==> config.mk <==
export PLATFORM = sky130hd
export DESIGN_NAME = hamming_secded_pipe_flat
export DESIGN_NICKNAME = d
export VERILOG_FILES = /design/src/rtl/hamming_secded_pipe_if.sv /design/src/rtl/hamming_secded_pipe.sv /design/src/flat_wrapper.sv
export SDC_FILE = /design/constraint.sdc
export NUM_CORES = 1
export LEC_CHECK = 0
export BUFFER_PORTS_ARGS = -buffer_cell sky130_fd_sc_hd__buf_2
export CORE_ASPECT_RATIO = 0.6
export CORE_MARGIN = 3
export CORE_UTILIZATION = 48
export DETAILED_ROUTE_END_ITERATION = 10
export GPL_TIMING_DRIVEN = 1
export MAX_ROUTING_LAYER = met4
export PLACE_DENSITY = 0.72
export SLEW_MARGIN = 40
export SYNTH_ARGS = -nofsm -noshare
export SYNTH_HDL_FRONTEND = slang
export SYNTH_SLANG_ARGS = --single-unit
export TNS_END_PERCENT = 10
==> constraint.sdc <==
create_clock -name clk -period 1.75 [get_ports clk]
set_clock_uncertainty 0.15 [all_clocks]
set_input_delay 0.35 -clock clk [delete_from_list [all_inputs] [get_ports clk]]
set_output_delay 0.35 -clock clk [all_outputs]
set_load 0.02 [all_outputs]
==> src/rtl/hamming_secded_pipe_if.sv <==
// ----------------------------------------------------------------------------
// hamming_secded_pipe_if : codeword-in / decoded-word-out stream bundle
// Rev 1.0
// ----------------------------------------------------------------------------
`default_nettype none

interface hamming_secded_pipe_if #(
  parameter int DATA_W   = 4,
  parameter int PARITY_W = 3
);
  localparam int N = DATA_W + PARITY_W;

  logic                in_valid;
  logic                in_ready;
  logic [N:0]          code_in;
  logic                correct_en;
  logic                out_valid;
  logic                out_ready;
  logic [DATA_W-1:0]   data_out;
  logic [PARITY_W-1:0] syndrome;
  logic                err_single;
  logic                err_double;

  modport master (
    output in_valid, code_in, correct_en, out_ready,
    input  in_ready, out_valid, data_out, syndrome, err_single, err_double
  );

  modport slave (
    input  in_valid, code_in, correct_en, out_ready,
    output in_ready, out_valid, data_out, syndrome, err_single, err_double
  );
endinterface

`default_nettype wire

==> src/rtl/hamming_secded_pipe.sv <==
// ----------------------------------------------------------------------------
// hamming_secded_pipe : 2-stage Hamming SECDED decoder, valid/ready, error counters
// Rev 1.0
// ----------------------------------------------------------------------------
`default_nettype none

module hamming_secded_pipe #(
  parameter int DATA_W   = 4,
  parameter int PARITY_W = 3,
  parameter int CNT_W    = 8
) (
  input  wire logic               clk,
  input  wire logic               rst_n,
  hamming_secded_pipe_if.slave    io,
  input  wire logic               cnt_clr,
  output logic [CNT_W-1:0]        cnt_single,
  output logic [CNT_W-1:0]        cnt_double
);
  localparam int                  N       = DATA_W + PARITY_W;
  localparam logic [PARITY_W:0]   N_POS   = (PARITY_W + 1)'(N);
  localparam logic [CNT_W-1:0]    CNT_MAX = '1;

  if ((2 ** PARITY_W) < (N + 1)) begin : g_param_check
    $error("PARITY_W too small for DATA_W");
  end

  // 1-based codeword position holding data bit d (d-th non-power-of-two).
  function automatic int data_pos(input int d);
    int cnt;
    int pos;
    cnt = 0;
    pos = 1;
    for (int p = 1; p <= N; p++) begin
      if ((p & (p - 1)) != 0) begin
        if (cnt == d) pos = p;
        cnt++;
      end
    end
    return pos;
  endfunction

  logic                s2_adv, s1_adv, s1_take, xfer;
  logic                s1_valid_q, s1_valid_d;
  logic [DATA_W-1:0]   s1_data_q, s1_data_d, data_raw, data_fix;
  logic                s1_corr_q, s1_corr_d;
  logic [PARITY_W-1:0] s1_syn_q, s1_syn_d, syn_in;
  logic                s1_par_q, s1_par_d;
  logic                out_valid_q, out_valid_d;
  logic [DATA_W-1:0]   data_q, data_d;
  logic [PARITY_W-1:0] syn_q, syn_d;
  logic                err_single_q, err_single_d, err_double_q, err_double_d;
  logic [CNT_W-1:0]    cnt_single_q, cnt_single_d, cnt_double_q, cnt_double_d;
  logic                syn_nz, pos_ok, is_single, is_double, do_fix;

  assign s2_adv      = !out_valid_q | io.out_ready;
  assign s1_adv      = !s1_valid_q | s2_adv;
  assign s1_take     = rst_n & s1_adv & io.in_valid;
  assign io.in_ready = rst_n & s1_adv;
  assign xfer        = out_valid_q & io.out_ready;

  always_comb begin
    syn_in = '0;
    for (int p = 1; p <= N; p++) begin
      if (io.code_in[p-1]) syn_in = syn_in ^ PARITY_W'(p);
    end
  end

  // Parity positions are fully summarised by syndrome and P, so S1 keeps only data bits.
  for (genvar d = 0; d < DATA_W; d++) begin : g_gather
    assign data_raw[d] = io.code_in[data_pos(d) - 1];
  end

  always_comb begin
    s1_valid_d = s1_valid_q;
    s1_data_d  = s1_data_q;
    s1_corr_d  = s1_corr_q;
    s1_syn_d   = s1_syn_q;
    s1_par_d   = s1_par_q;
    if (s1_adv) begin
      s1_valid_d = s1_take;
      if (s1_take) begin
        s1_data_d = data_raw;
        s1_corr_d = io.correct_en;
        s1_syn_d  = syn_in;
        s1_par_d  = ^io.code_in;
      end
    end
  end

  assign syn_nz    = |s1_syn_q;
  assign pos_ok    = {1'b0, s1_syn_q} <= N_POS;
  assign is_single = s1_par_q & (!syn_nz | pos_ok);
  assign is_double = syn_nz & (!s1_par_q | !pos_ok);
  assign do_fix    = s1_corr_q & s1_par_q & syn_nz & pos_ok;

  for (genvar d = 0; d < DATA_W; d++) begin : g_extract
    assign data_fix[d] = s1_data_q[d] ^ (do_fix & (s1_syn_q == PARITY_W'(data_pos(d))));
  end

  always_comb begin
    out_valid_d  = out_valid_q;
    data_d       = data_q;
    syn_d        = syn_q;
    err_single_d = err_single_q;
    err_double_d = err_double_q;
    if (s2_adv) begin
      out_valid_d = s1_valid_q;
      if (s1_valid_q) begin
        data_d       = data_fix;
        syn_d        = s1_syn_q;
        err_single_d = is_single;
        err_double_d = is_double;
      end
    end
  end

  always_comb begin
    cnt_single_d = cnt_single_q;
    cnt_double_d = cnt_double_q;
    if (cnt_clr) begin
      cnt_single_d = '0;
      cnt_double_d = '0;
    end else if (xfer) begin
      if (err_single_q && cnt_single_q != CNT_MAX) cnt_single_d = cnt_single_q + CNT_W'(1);
      if (err_double_q && cnt_double_q != CNT_MAX) cnt_double_d = cnt_double_q + CNT_W'(1);
    end
  end

  always_ff @(posedge clk or negedge rst_n) begin
    if (!rst_n) begin
      s1_valid_q   <= 1'b0;
      s1_data_q    <= '0;
      s1_corr_q    <= 1'b0;
      s1_syn_q     <= '0;
      s1_par_q     <= 1'b0;
      out_valid_q  <= 1'b0;
      data_q       <= '0;
      syn_q        <= '0;
      err_single_q <= 1'b0;
      err_double_q <= 1'b0;
      cnt_single_q <= '0;
      cnt_double_q <= '0;
    end else begin
      s1_valid_q   <= s1_valid_d;
      s1_data_q    <= s1_data_d;
      s1_corr_q    <= s1_corr_d;
      s1_syn_q     <= s1_syn_d;
      s1_par_q     <= s1_par_d;
      out_valid_q  <= out_valid_d;
      data_q       <= data_d;
      syn_q        <= syn_d;
      err_single_q <= err_single_d;
      err_double_q <= err_double_d;
      cnt_single_q <= cnt_single_d;
      cnt_double_q <= cnt_double_d;
    end
  end

  assign io.out_valid  = out_valid_q;
  assign io.data_out   = data_q;
  assign io.syndrome   = syn_q;
  assign io.err_single = err_single_q;
  assign io.err_double = err_double_q;
  assign cnt_single    = cnt_single_q;
  assign cnt_double    = cnt_double_q;
endmodule

`default_nettype wire

==> src/flat_wrapper.sv <==
// flat-port wrapper written by rule: the top's interface ports become plain ports
module hamming_secded_pipe_flat 
#(
  parameter int DATA_W   = 4,
  parameter int PARITY_W = 3,
  parameter int CNT_W    = 8
)
  (clk, rst_n, cnt_clr, cnt_single, cnt_double, io_in_valid, io_code_in, io_correct_en, io_out_ready, io_in_ready, io_out_valid, io_data_out, io_syndrome, io_err_single, io_err_double);
  hamming_secded_pipe_if #(.DATA_W(DATA_W), .PARITY_W(PARITY_W)) io_i ();
  input  wire logic clk;
  input  wire logic rst_n;
  input  wire logic cnt_clr;
  output logic [CNT_W-1:0] cnt_single;
  output logic [CNT_W-1:0] cnt_double;
  input wire logic [$bits(io_i.in_valid)-1:0] io_in_valid;
  input wire logic [$bits(io_i.code_in)-1:0] io_code_in;
  input wire logic [$bits(io_i.correct_en)-1:0] io_correct_en;
  input wire logic [$bits(io_i.out_ready)-1:0] io_out_ready;
  output wire logic [$bits(io_i.in_ready)-1:0] io_in_ready;
  output wire logic [$bits(io_i.out_valid)-1:0] io_out_valid;
  output wire logic [$bits(io_i.data_out)-1:0] io_data_out;
  output wire logic [$bits(io_i.syndrome)-1:0] io_syndrome;
  output wire logic [$bits(io_i.err_single)-1:0] io_err_single;
  output wire logic [$bits(io_i.err_double)-1:0] io_err_double;
  assign io_i.in_valid = io_in_valid;
  assign io_i.code_in = io_code_in;
  assign io_i.correct_en = io_correct_en;
  assign io_i.out_ready = io_out_ready;
  assign io_in_ready = io_i.in_ready;
  assign io_out_valid = io_i.out_valid;
  assign io_data_out = io_i.data_out;
  assign io_syndrome = io_i.syndrome;
  assign io_err_single = io_i.err_single;
  assign io_err_double = io_i.err_double;
  hamming_secded_pipe #(.DATA_W(DATA_W), .PARITY_W(PARITY_W), .CNT_W(CNT_W)) u_core (.clk(clk), .rst_n(rst_n), .io(io_i), .cnt_clr(cnt_clr), .cnt_single(cnt_single), .cnt_double(cnt_double));
endmodule
==> results.sh, run 1 <==
export IMPL_crit_path_max_fanout=12
export IMPL_grt_start_max_net_pins=34
export IMPL_status="finished clean"
export IMPL_nets=231
export IMPL_start_util=0.521
export IMPL_track_usage=0.206
export IMPL_p_leak_nw=1.01
export IMPL_io_buffer_count=40
export IMPL_synth_nets=180
export IMPL_switching_share=0.330
export IMPL_final_setup_viol_count=0
export IMPL_synth_flop_cell="dfrtp_1"
export IMPL_place_congestion=0.830
export IMPL_syn_avg_cell_area_um2=10.8
export IMPL_yosys_warnings=0
export IMPL_syn_inst=164
export IMPL_drc=0
export IMPL_internal_power_mw=1.48
export IMPL_synth_seq_cells=36
export IMPL_die_area_mm2=0.00448
export IMPL_cap_viol_max_count=0
export IMPL_synth_area_top_cells="dfrtp_1 (51%), mux2_2 (6.4%), xnor2_1 (5.9%)"
export IMPL_path_class="register to register"
export IMPL_drt_first_iter_violations=67
export IMPL_antenna_left=0
export IMPL_rrSetupSlack_ns=0.02
export IMPL_synth_edff_count=0
export IMPL_core_mm2=0.00340
export IMPL_routed_via_density=5.58
export IMPL_drt_pass1_iter_count=4
export IMPL_period_share=0.987
export IMPL_vdd_drop_max_mv=0.670
export IMPL_hold_slack_ns=0.0244
export IMPL_cts_tree="yes"
export IMPL_critPathCaptureType="register"
export IMPL_power_density_mw_per_mm2=1010
export IMPL_grt_pass1_vias=1483
export IMPL_clkTransAtPathRegs_ns=0.07
export IMPL_ios=41
export IMPL_post_synth_top_count_cell="dfrtp_1"
export IMPL_p_total_mw=2.21
export IMPL_ys_seq_area_frac=0.508
export IMPL_syn2layout_area_growth_pct=23.0
export IMPL_diodes=0
export IMPL_arrival_ns=1.78
export IMPL_synthArstFlopShare=1.00
export IMPL_ys_types=39
export IMPL_design_area_mm2=0.00218
export IMPL_rsz0062_at_grt="yes"
export IMPL_layout_drive_gt1_share=0.358
export IMPL_worstPathRequired_ns=1.81
export IMPL_wl_per_cell_um=15.9
export IMPL_antenna_found_initial=0
export IMPL_seqPwrFrac=0.499
export IMPL_min_period_ns=1.73
export IMPL_clk_latency_ns=0.28
export IMPL_switching_power_uw=730
export IMPL_worst_pin_slew_ns=0.412
export IMPL_globalRouteOverflowTotal=0
export IMPL_ys_top_cells_by_count="dfrtp_1 (36), nand2_1 (14), o21ai_0 (12), xnor2_1 (12), nor2_1 (11)"
export IMPL_hold_violations=0
export IMPL_vias=1452
export IMPL_place_hpwl_um=3040
export IMPL_finalNonFillerCells=260
export IMPL_clk_path_buf_depth=2
export IMPL_hold_class="input pin to asynchronous set/reset pin"
export IMPL_synth_area_leader_cell="dfrtp_1"
export IMPL_htreeDepth=2
export IMPL_worstSetupStartpointType="register"
export IMPL_core_rowCount=16
export IMPL_root_buffer="clkbuf_8"
export IMPL_clock_power_share=0.250
export IMPL_die_x_um=84.5
export IMPL_synth_area_mm2=0.00177
export IMPL_timing_fmax_mhz=579
export IMPL_cts_sinks=36
export IMPL_post_dp_cell_area_mm2=0.00207
export IMPL_slew_headroom=0.726
export IMPL_slew_violations=0
export IMPL_p_comb_frac=0.250
export IMPL_dp_cells=252
export IMPL_grt_pass1_wl_um=6840
export IMPL_die_h_um=53.1
export IMPL_postRouteWirelength_um=4120
export IMPL_cts_buffers=5
export IMPL_synth_top_area_share=0.508
-- registers in the layout, summed over array words and instances, names as in the netlist, 3 cells and up --
register / count
u_core.io.data_out: 4
u_core.cnt_double: 8
u_core.s1_data_q: 4
u_core.cnt_single: 8
u_core.s1_syn_q: 3
u_core.io.syndrome: 3
-- worst paths after layout --
path | startpoint | end | cells past startpoint
min in group clk | io_correct_en | u_core.s1_corr_q$_DFFE_PN0P_ | 2
worst max-delay path | u_core.cnt_single[0]$_DFFE_PN0P_ | u_core.cnt_single[3]$_DFFE_PN0P_ | 5
worst max register to register | u_core.cnt_single[0]$_DFFE_PN0P_ | u_core.cnt_single[3]$_DFFE_PN0P_ | 5
worst min-delay path | rst_n | u_core.cnt_single[2]$_DFFE_PN0P_ | 2
max in group asynchronous | rst_n | u_core.s1_data_q[1]$_DFFE_PN0P_ | 2
worst min register to register | u_core.io.data_out[3]$_DFFE_PN0P_ | u_core.io.data_out[3]$_DFFE_PN0P_ | 2
-- through the flow --
stage          TNS, ns   util  setup slack, ns
6_report             0  0.641           0.0234
5_1_grt        -0.0846  0.641          -0.0390
4_1_cts              0  0.635           0.0204
3_5_place_dp         0  0.608          0.00723
3_3_place_gp         0  0.608           0.0659
2_1_floorplan  -0.0134      -         -0.00710
-- power by group through the flow --
stage	Sequential (mW)	Combinational, mW	Clock (mW)
after floorplan	1.19	0.245	0
after global placement	1.10	0.534	0
after detailed placement	1.11	0.553	0
after CTS	1.10	0.559	0.561
after global routing	1.12	0.608	0.598
final	1.10	0.553	0.554
-- routing by layer --
layer | global-route usage | vias up | wire [µm]
li1 | - | 691 | -
met1 | 0.255 | 695 | 1900
met2 | 0.331 | 52 | 1910
met3 | 0.0544 | 14 | 214
met4 | 0.0842 | 0 | 97
met5 | - | - | 0
-- layout make-up --
type	count	area, µm²
Multi-Input combinational cell	123	865
Clock buffer	6	72.6
Tap cell	45	56.3
Sequential cell	36	903
Fill cell	288	1220
Timing Repair Buffer	48	275
Clock inverter	1	5.00
Inverter	1	3.75
-- cell families after synthesis --
kind of cell / Yosys count / share of synthesized area
compound gates: 29 / 0.108
fa+ha+maj: 2 / 0.0141
buf+inv: 5 / 0.0162
flops: 36 / 0.508
simple gates: 59 / 0.175
xor+xnor: 21 / 0.104
mux: 12 / 0.0748
-- repair_timing --
action	CTS	global route
setup buffers	0	0
setup endpoints to repair	1	12
pin swaps	0	1
resized for setup	1	6
hold buffers	1	0
endpoints found under the hold margin	3	0
-- critical path, stage by stage, from the launching register on --
cell,delay [ns]
dfrtp_1,0.39
ha_1,0.22
nand3_1,0.13
o21bai_4,0.13
or3_2,0.47
a21oi_1,0.16
-- cells in the final DEF, fill, tap and decap left out, types with 5 or more instances in the layout --
cell type and instances:
o21ai_0 11, xnor2_1 12, nand2_1 14, nor2_1 11, nand3_1 7, xor2_1 9
dfrtp_1 34, buf_2 40, clkbuf_8 5, buf_4 6, a21oi_1 6, mux2_2 10
No activity file was read; power rests on OpenSTA's default activity.
==> run 2, diff against run 1 <==
--- a/config.mk
+++ b/config.mk
@@ -6,7 +6,6 @@
 export NUM_CORES = 1
 export LEC_CHECK = 0
 export BUFFER_PORTS_ARGS = -buffer_cell sky130_fd_sc_hd__buf_2
-export CORE_ASPECT_RATIO = 0.6
 export CORE_MARGIN = 3
 export CORE_UTILIZATION = 48
 export DETAILED_ROUTE_END_ITERATION = 10
==> results.sh, run 2 (synthesis results as in run 1) <==
export IMPL_globalRouteOverflowTotal=0
export IMPL_cts_buffers=5
export IMPL_path_class="register to register"
export IMPL_critPathCaptureType="register"
export IMPL_clock_power_share=0.275
export IMPL_worst_pin_slew_ns=0.343
export IMPL_track_usage=0.185
export IMPL_ios=41
export IMPL_grt_start_max_net_pins=29
export IMPL_io_buffer_count=40
export IMPL_slew_violations=0
export IMPL_hold_class="input pin to register"
export IMPL_final_cell_mix="buf_2 (40), dfrtp_1 (35), nand2_1 (14)"
export IMPL_cts_tree="yes"
export IMPL_arrival_ns=1.69
export IMPL_rrSetupSlack_ns=0.07
export IMPL_worstSetupStartpointType="register"
export IMPL_cts_setup_buffers=0
export IMPL_setup_slack_ns=0.0689
export IMPL_clkTransAtPathRegs_ns=0.07
export IMPL_diodes=0
export IMPL_hold_slack_ns=0.173
export IMPL_die_area_mm2=0.00446
export IMPL_core_mm2=0.00344
export IMPL_internal_power_mw=1.56
export IMPL_core_rowCount=21
export IMPL_wl_per_cell_um=13.4
export IMPL_status="finished clean"
export IMPL_final_setup_viol_count=0
export IMPL_drc=0
export IMPL_crit_path_max_fanout=6
export IMPL_clk_latency_ns=0.28
export IMPL_postRouteWirelength_um=3530
export IMPL_worstPathRequired_ns=1.76
export IMPL_routed_via_density=5.39
export IMPL_root_buffer="clkbuf_8"
export IMPL_vdd_drop_max_mv=0.506
export IMPL_place_congestion=0.862
export IMPL_min_from="io_correct_en"
export IMPL_cts_sinks=36
export IMPL_antenna_found_initial=0
export IMPL_r2r_end="u_core.cnt_double[1]$_DFFE_PN0P_"
export IMPL_seqPwrFrac=0.479
export IMPL_layout_drive_gt1_share=0.349
export IMPL_htreeDepth=2
export IMPL_post_place_ws_ns=0.0463
export IMPL_clk_path_buf_depth=2
export IMPL_r2r_start="u_core.cnt_double[0]$_DFFE_PN0P_"
export IMPL_grt_pass1_wl_um=6070
export IMPL_die_x_um=66.8
export IMPL_vias=1423
export IMPL_rsz0062_at_grt="no"
export IMPL_whs_path_depth=2
export IMPL_cap_viol_max_count=0
export IMPL_p_comb_frac=0.246
export IMPL_p_leak_nw=1.03
export IMPL_syn2layout_area_growth_pct=23.7
export IMPL_r2r_cells=5
export IMPL_nets=234
export IMPL_timing_fmax_mhz=595
export IMPL_die_h_um=66.8
export IMPL_num_fill_cells=284
export IMPL_antenna_left=0
export IMPL_hold_end="u_core.s1_corr_q$_DFFE_PN0P_"
export IMPL_grt_pass1_vias=1453
export IMPL_power_density_mw_per_mm2=1020
export IMPL_place_hpwl_um=2700
export IMPL_period_share=0.961
export IMPL_start_util=0.515
export IMPL_slew_headroom=0.770
export IMPL_hold_violations=0
export IMPL_switching_share=0.304
export IMPL_switching_power_uw=681
export IMPL_drt_pass1_iter_count=4
export IMPL_layout_commonest_cell="buf_2"
export IMPL_min_period_ns=1.68
export IMPL_drt_first_iter_violations=110
## run 2: how the worst max path moves through the flow
stage	from	end	slack (ns)	cells after the start
after floorplan	u_core.cnt_single[0]$_DFFE_PN0P_	u_core.cnt_single[5]$_DFFE_PN0P_	-0.007	6
after global placement	u_core.cnt_single[0]$_DFFE_PN0P_	u_core.cnt_single[3]$_DFFE_PN0P_	0.11	5
after detailed placement	u_core.cnt_single[0]$_DFFE_PN0P_	u_core.cnt_single[3]$_DFFE_PN0P_	0.05	5
after CTS	u_core.io.out_valid$_DFFE_PN0P_	io_in_ready	0.02	3
after global routing	u_core.io.out_valid$_DFFE_PN0P_	io_in_ready	0.001	3
final	u_core.cnt_double[0]$_DFFE_PN0P_	u_core.cnt_double[1]$_DFFE_PN0P_	0.07	5
## run 2: repair_timing
action	in CTS	in global routing
endpoints found under the setup margin	0	3
resized for setup	0	2
endpoints found under the hold margin	36	0
hold buffers	1	0
## run 2: final cells by class
type / instances / area [µm²] / area share
Clock buffer: 7 / 96.3 / 0.0439
Inverter: 1 / 3.75 / 0.00171
Multi-Input combinational cell: 123 / 848 / 0.387
Sequential cell: 36 / 902 / 0.411
Tap cell: 46 / 57.6 / 0.0262
Timing Repair Buffer: 51 / 285 / 0.130
## run 2: routing by layer
layer  share of wire  vias to the layer above  track usage
li1                -                      696            -
met1            0.39                      674        0.207
met2            0.53                       46        0.312
met3           0.065                        7       0.0573
met4           0.015                        0       0.0660
met5               0                        -            -
## run 2: power by group through the flow
stage | logic, mW | clock network, mW | registers (mW)
3_5_place_dp | 0.557 | 0 | 1.09
4_1_cts | 0.560 | 0.636 | 1.08
6_report | 0.551 | 0.617 | 1.08
2_1_floorplan | 0.245 | 0 | 1.19
5_1_grt | 0.608 | 0.680 | 1.10
3_3_place_gp | 0.546 | 0 | 1.09
## run 2: critical path, stage by stage, from the launching register on
cell     delay, ns
dfrtp_1       0.36
ha_1          0.28
nand3_1       0.20
o21ai_1       0.29
mux2i_1       0.23
nor2_1        0.06
## run 2: metrics by stage
stage	cells	util	setup TNS, ns	total power, mW	cell area, µm²
floorplan	164	-	-0.0134	1.44	1770
global placement	256	0.605	0	1.63	2080
detailed placement	256	0.605	0	1.65	2080
global route	264	0.637	0	2.38	2190
finish	264	0.637	0	2.24	2190
CTS	264	0.635	0	2.27	2190
==> run 3, diff against run 2 <==
--- a/config.mk
+++ b/config.mk
@@ -12,6 +12,7 @@
 export GPL_TIMING_DRIVEN = 1
 export MAX_ROUTING_LAYER = met4
 export PLACE_DENSITY = 0.72
+export REMOVE_ABC_BUFFERS = 1
 export SLEW_MARGIN = 40
 export SYNTH_ARGS = -nofsm -noshare
 export SYNTH_HDL_FRONTEND = slang
==> results.sh, run 3 (synthesis results as in run 1) <==
export IMPL_status="finished clean"
export IMPL_die_x_um=66.8
export IMPL_htreeDepth=2
export IMPL_seqPwrFrac=0.483
export IMPL_critPathCaptureType="register"
export IMPL_r2r_start="u_core.cnt_single[0]$_DFFE_PN0P_"
export IMPL_track_usage=0.192
export IMPL_drt_first_iter_violations=82
export IMPL_ios=41
export IMPL_rsz0062_at_grt="yes"
export IMPL_path_class="register to register"
export IMPL_nets=233
export IMPL_crit_path_max_fanout=12
export IMPL_p_leak_nw=1.03
export IMPL_clk_path_buf_depth=2
export IMPL_cts_buffers=5
export IMPL_switching_share=0.318
export IMPL_layout_drive_gt1_share=0.349
export IMPL_r2r_end="u_core.cnt_single[3]$_DFFE_PN0P_"
export IMPL_slew_violations=0
export IMPL_vias=1424
export IMPL_finalNonFillerCells=264
export IMPL_dp_cells=255
export IMPL_hold_violations=0
export IMPL_layout_commonest_cell="buf_2"
export IMPL_die_h_um=66.8
export IMPL_drt_pass1_iter_count=4
export IMPL_hold_class="input pin to asynchronous set/reset pin"
export IMPL_drc=0
export IMPL_place_congestion=0.844
export IMPL_worst_pin_slew_ns=0.380
export IMPL_post_dp_cell_area_mm2=0.00207
export IMPL_grt_pass1_vias=1406
export IMPL_worstSetupStartpointType="register"
export IMPL_grt_start_max_net_pins=31
export IMPL_min_period_ns=1.68
export IMPL_io_buffer_count=40
export IMPL_r2r_cells=5
export IMPL_die_area_mm2=0.00446
export IMPL_cts_sinks=36
export IMPL_slew_headroom=0.747
export IMPL_power_density_mw_per_mm2=1020
export IMPL_rrSetupSlack_ns=0.07
export IMPL_core_mm2=0.00344
export IMPL_period_share=0.958
export IMPL_antenna_left=0
export IMPL_core_rowCount=21
export IMPL_p_comb_frac=0.248
export IMPL_postRouteWirelength_um=3710
export IMPL_root_buffer="clkbuf_8"
export IMPL_wl_per_cell_um=14.0
export IMPL_switching_power_uw=710
export IMPL_place_hpwl_um=2720
export IMPL_clkTransAtPathRegs_ns=0.07
export IMPL_grt_pass1_wl_um=6230
export IMPL_arrival_ns=1.74
export IMPL_start_util=0.515
export IMPL_startpoint="u_core.cnt_single[0]$_DFFE_PN0P_"
export IMPL_clk_latency_ns=0.28
export IMPL_cap_viol_max_count=0
export IMPL_diodes=0
export IMPL_vdd_drop_max_mv=0.569
export IMPL_clock_power_share=0.269
export IMPL_design_area_mm2=0.00219
export IMPL_routed_via_density=5.39
export IMPL_worstPathRequired_ns=1.82
export IMPL_final_setup_viol_count=0
export IMPL_cts_setup_buffers=0
export IMPL_syn2layout_area_growth_pct=23.7
export IMPL_internal_power_mw=1.52
export IMPL_final_cell_mix="buf_2 (40), dfrtp_1 (36), nand2_1 (14)"
export IMPL_crit_end="u_core.cnt_single[3]$_DFFE_PN0P_"
export IMPL_timing_fmax_mhz=596
export IMPL_globalRouteOverflowTotal=0
export IMPL_cts_tree="yes"
export IMPL_antenna_found_initial=0
[run 3: cell count changes in the layout (fill, tap and decap cells not counted), sizes merged]
cell    change
clkinv      +2
buf         -1
clkbuf      -1
[run 3: final cells by class]
cell class | count | area [µm²]
fill | 305 | 1250
sequential | 36 | 901
multi-input combinational | 123 | 861
timing repair buffer | 50 | 278
clock buffer | 6 | 82.6
tap | 46 | 57.6
clock inverter | 2 | 10.0
inverter | 1 | 3.75
[run 3: layer usage]
metal / vias to the layer above / track usage / share of wire
li1: 689 / - / -
met2: 38 / 0.327 / 0.54
met5: - / - / 0
met3: 4 / 0.0624 / 0.048
met1: 693 / 0.215 / 0.41
met4: 0 / 0.0584 / 0.0086
[run 3: metrics by stage]
step	utilization	setup TNS [ns]	hold slack (ns)	setup slack, ns	power [mW]
2_1_floorplan	-	-0.0555	-0.0956	-0.0342	1.42
3_3_place_gp	0.602	0	0.0540	0.0847	1.63
3_5_place_dp	0.602	0	0.0645	0.0707	1.65
4_1_cts	0.632	0	0.00181	0.0424	2.26
5_1_grt	0.637	-0.0106	0.0207	-0.0106	2.37
6_report	0.637	0	0.00110	0.0728	2.23
[run 3: timing repair]
item,CTS,global route
endpoints found under the setup margin,0,9
endpoints found under the hold margin,6,0
hold buffers,1,0
resized for setup,0,4
[run 3: power groups by stage]
stage | Clock, mW | Combinational, mW | Sequential, mW
2_1_floorplan | 0 | 0.232 | 1.19
3_3_place_gp | 0 | 0.541 | 1.09
3_5_place_dp | 0 | 0.559 | 1.10
4_1_cts | 0.622 | 0.564 | 1.08
5_1_grt | 0.656 | 0.614 | 1.10
6_report | 0.600 | 0.553 | 1.08
[run 3: critical path: stages (launching register included)]
cell	delay, ns
dfrtp_1	0.40
ha_1	0.24
nand3_2	0.10
o21bai_4	0.11
or3_2	0.46
a21oi_1	0.14
[run 3: how the worst min path moves through the flow]
stage          start                           endpoint  slack (ns)  depth (start not counted)
6_report       rst_n   u_core.cnt_single[5]$_DFFE_PN0P_       0.001                          2
2_1_floorplan  rst_n   u_core.cnt_double[0]$_DFFE_PN0P_        -0.1                          0
3_5_place_dp   rst_n      u_core.s1_valid_q$_DFFE_PN0P_        0.06                          1
5_1_grt        rst_n   u_core.cnt_single[6]$_DFFE_PN0P_        0.02                          2
4_1_cts        rst_n   u_core.cnt_double[0]$_DFFE_PN0P_       0.002                          2
3_3_place_gp   rst_n  u_core.io.data_out[0]$_DFFE_PN0P_        0.05                          1
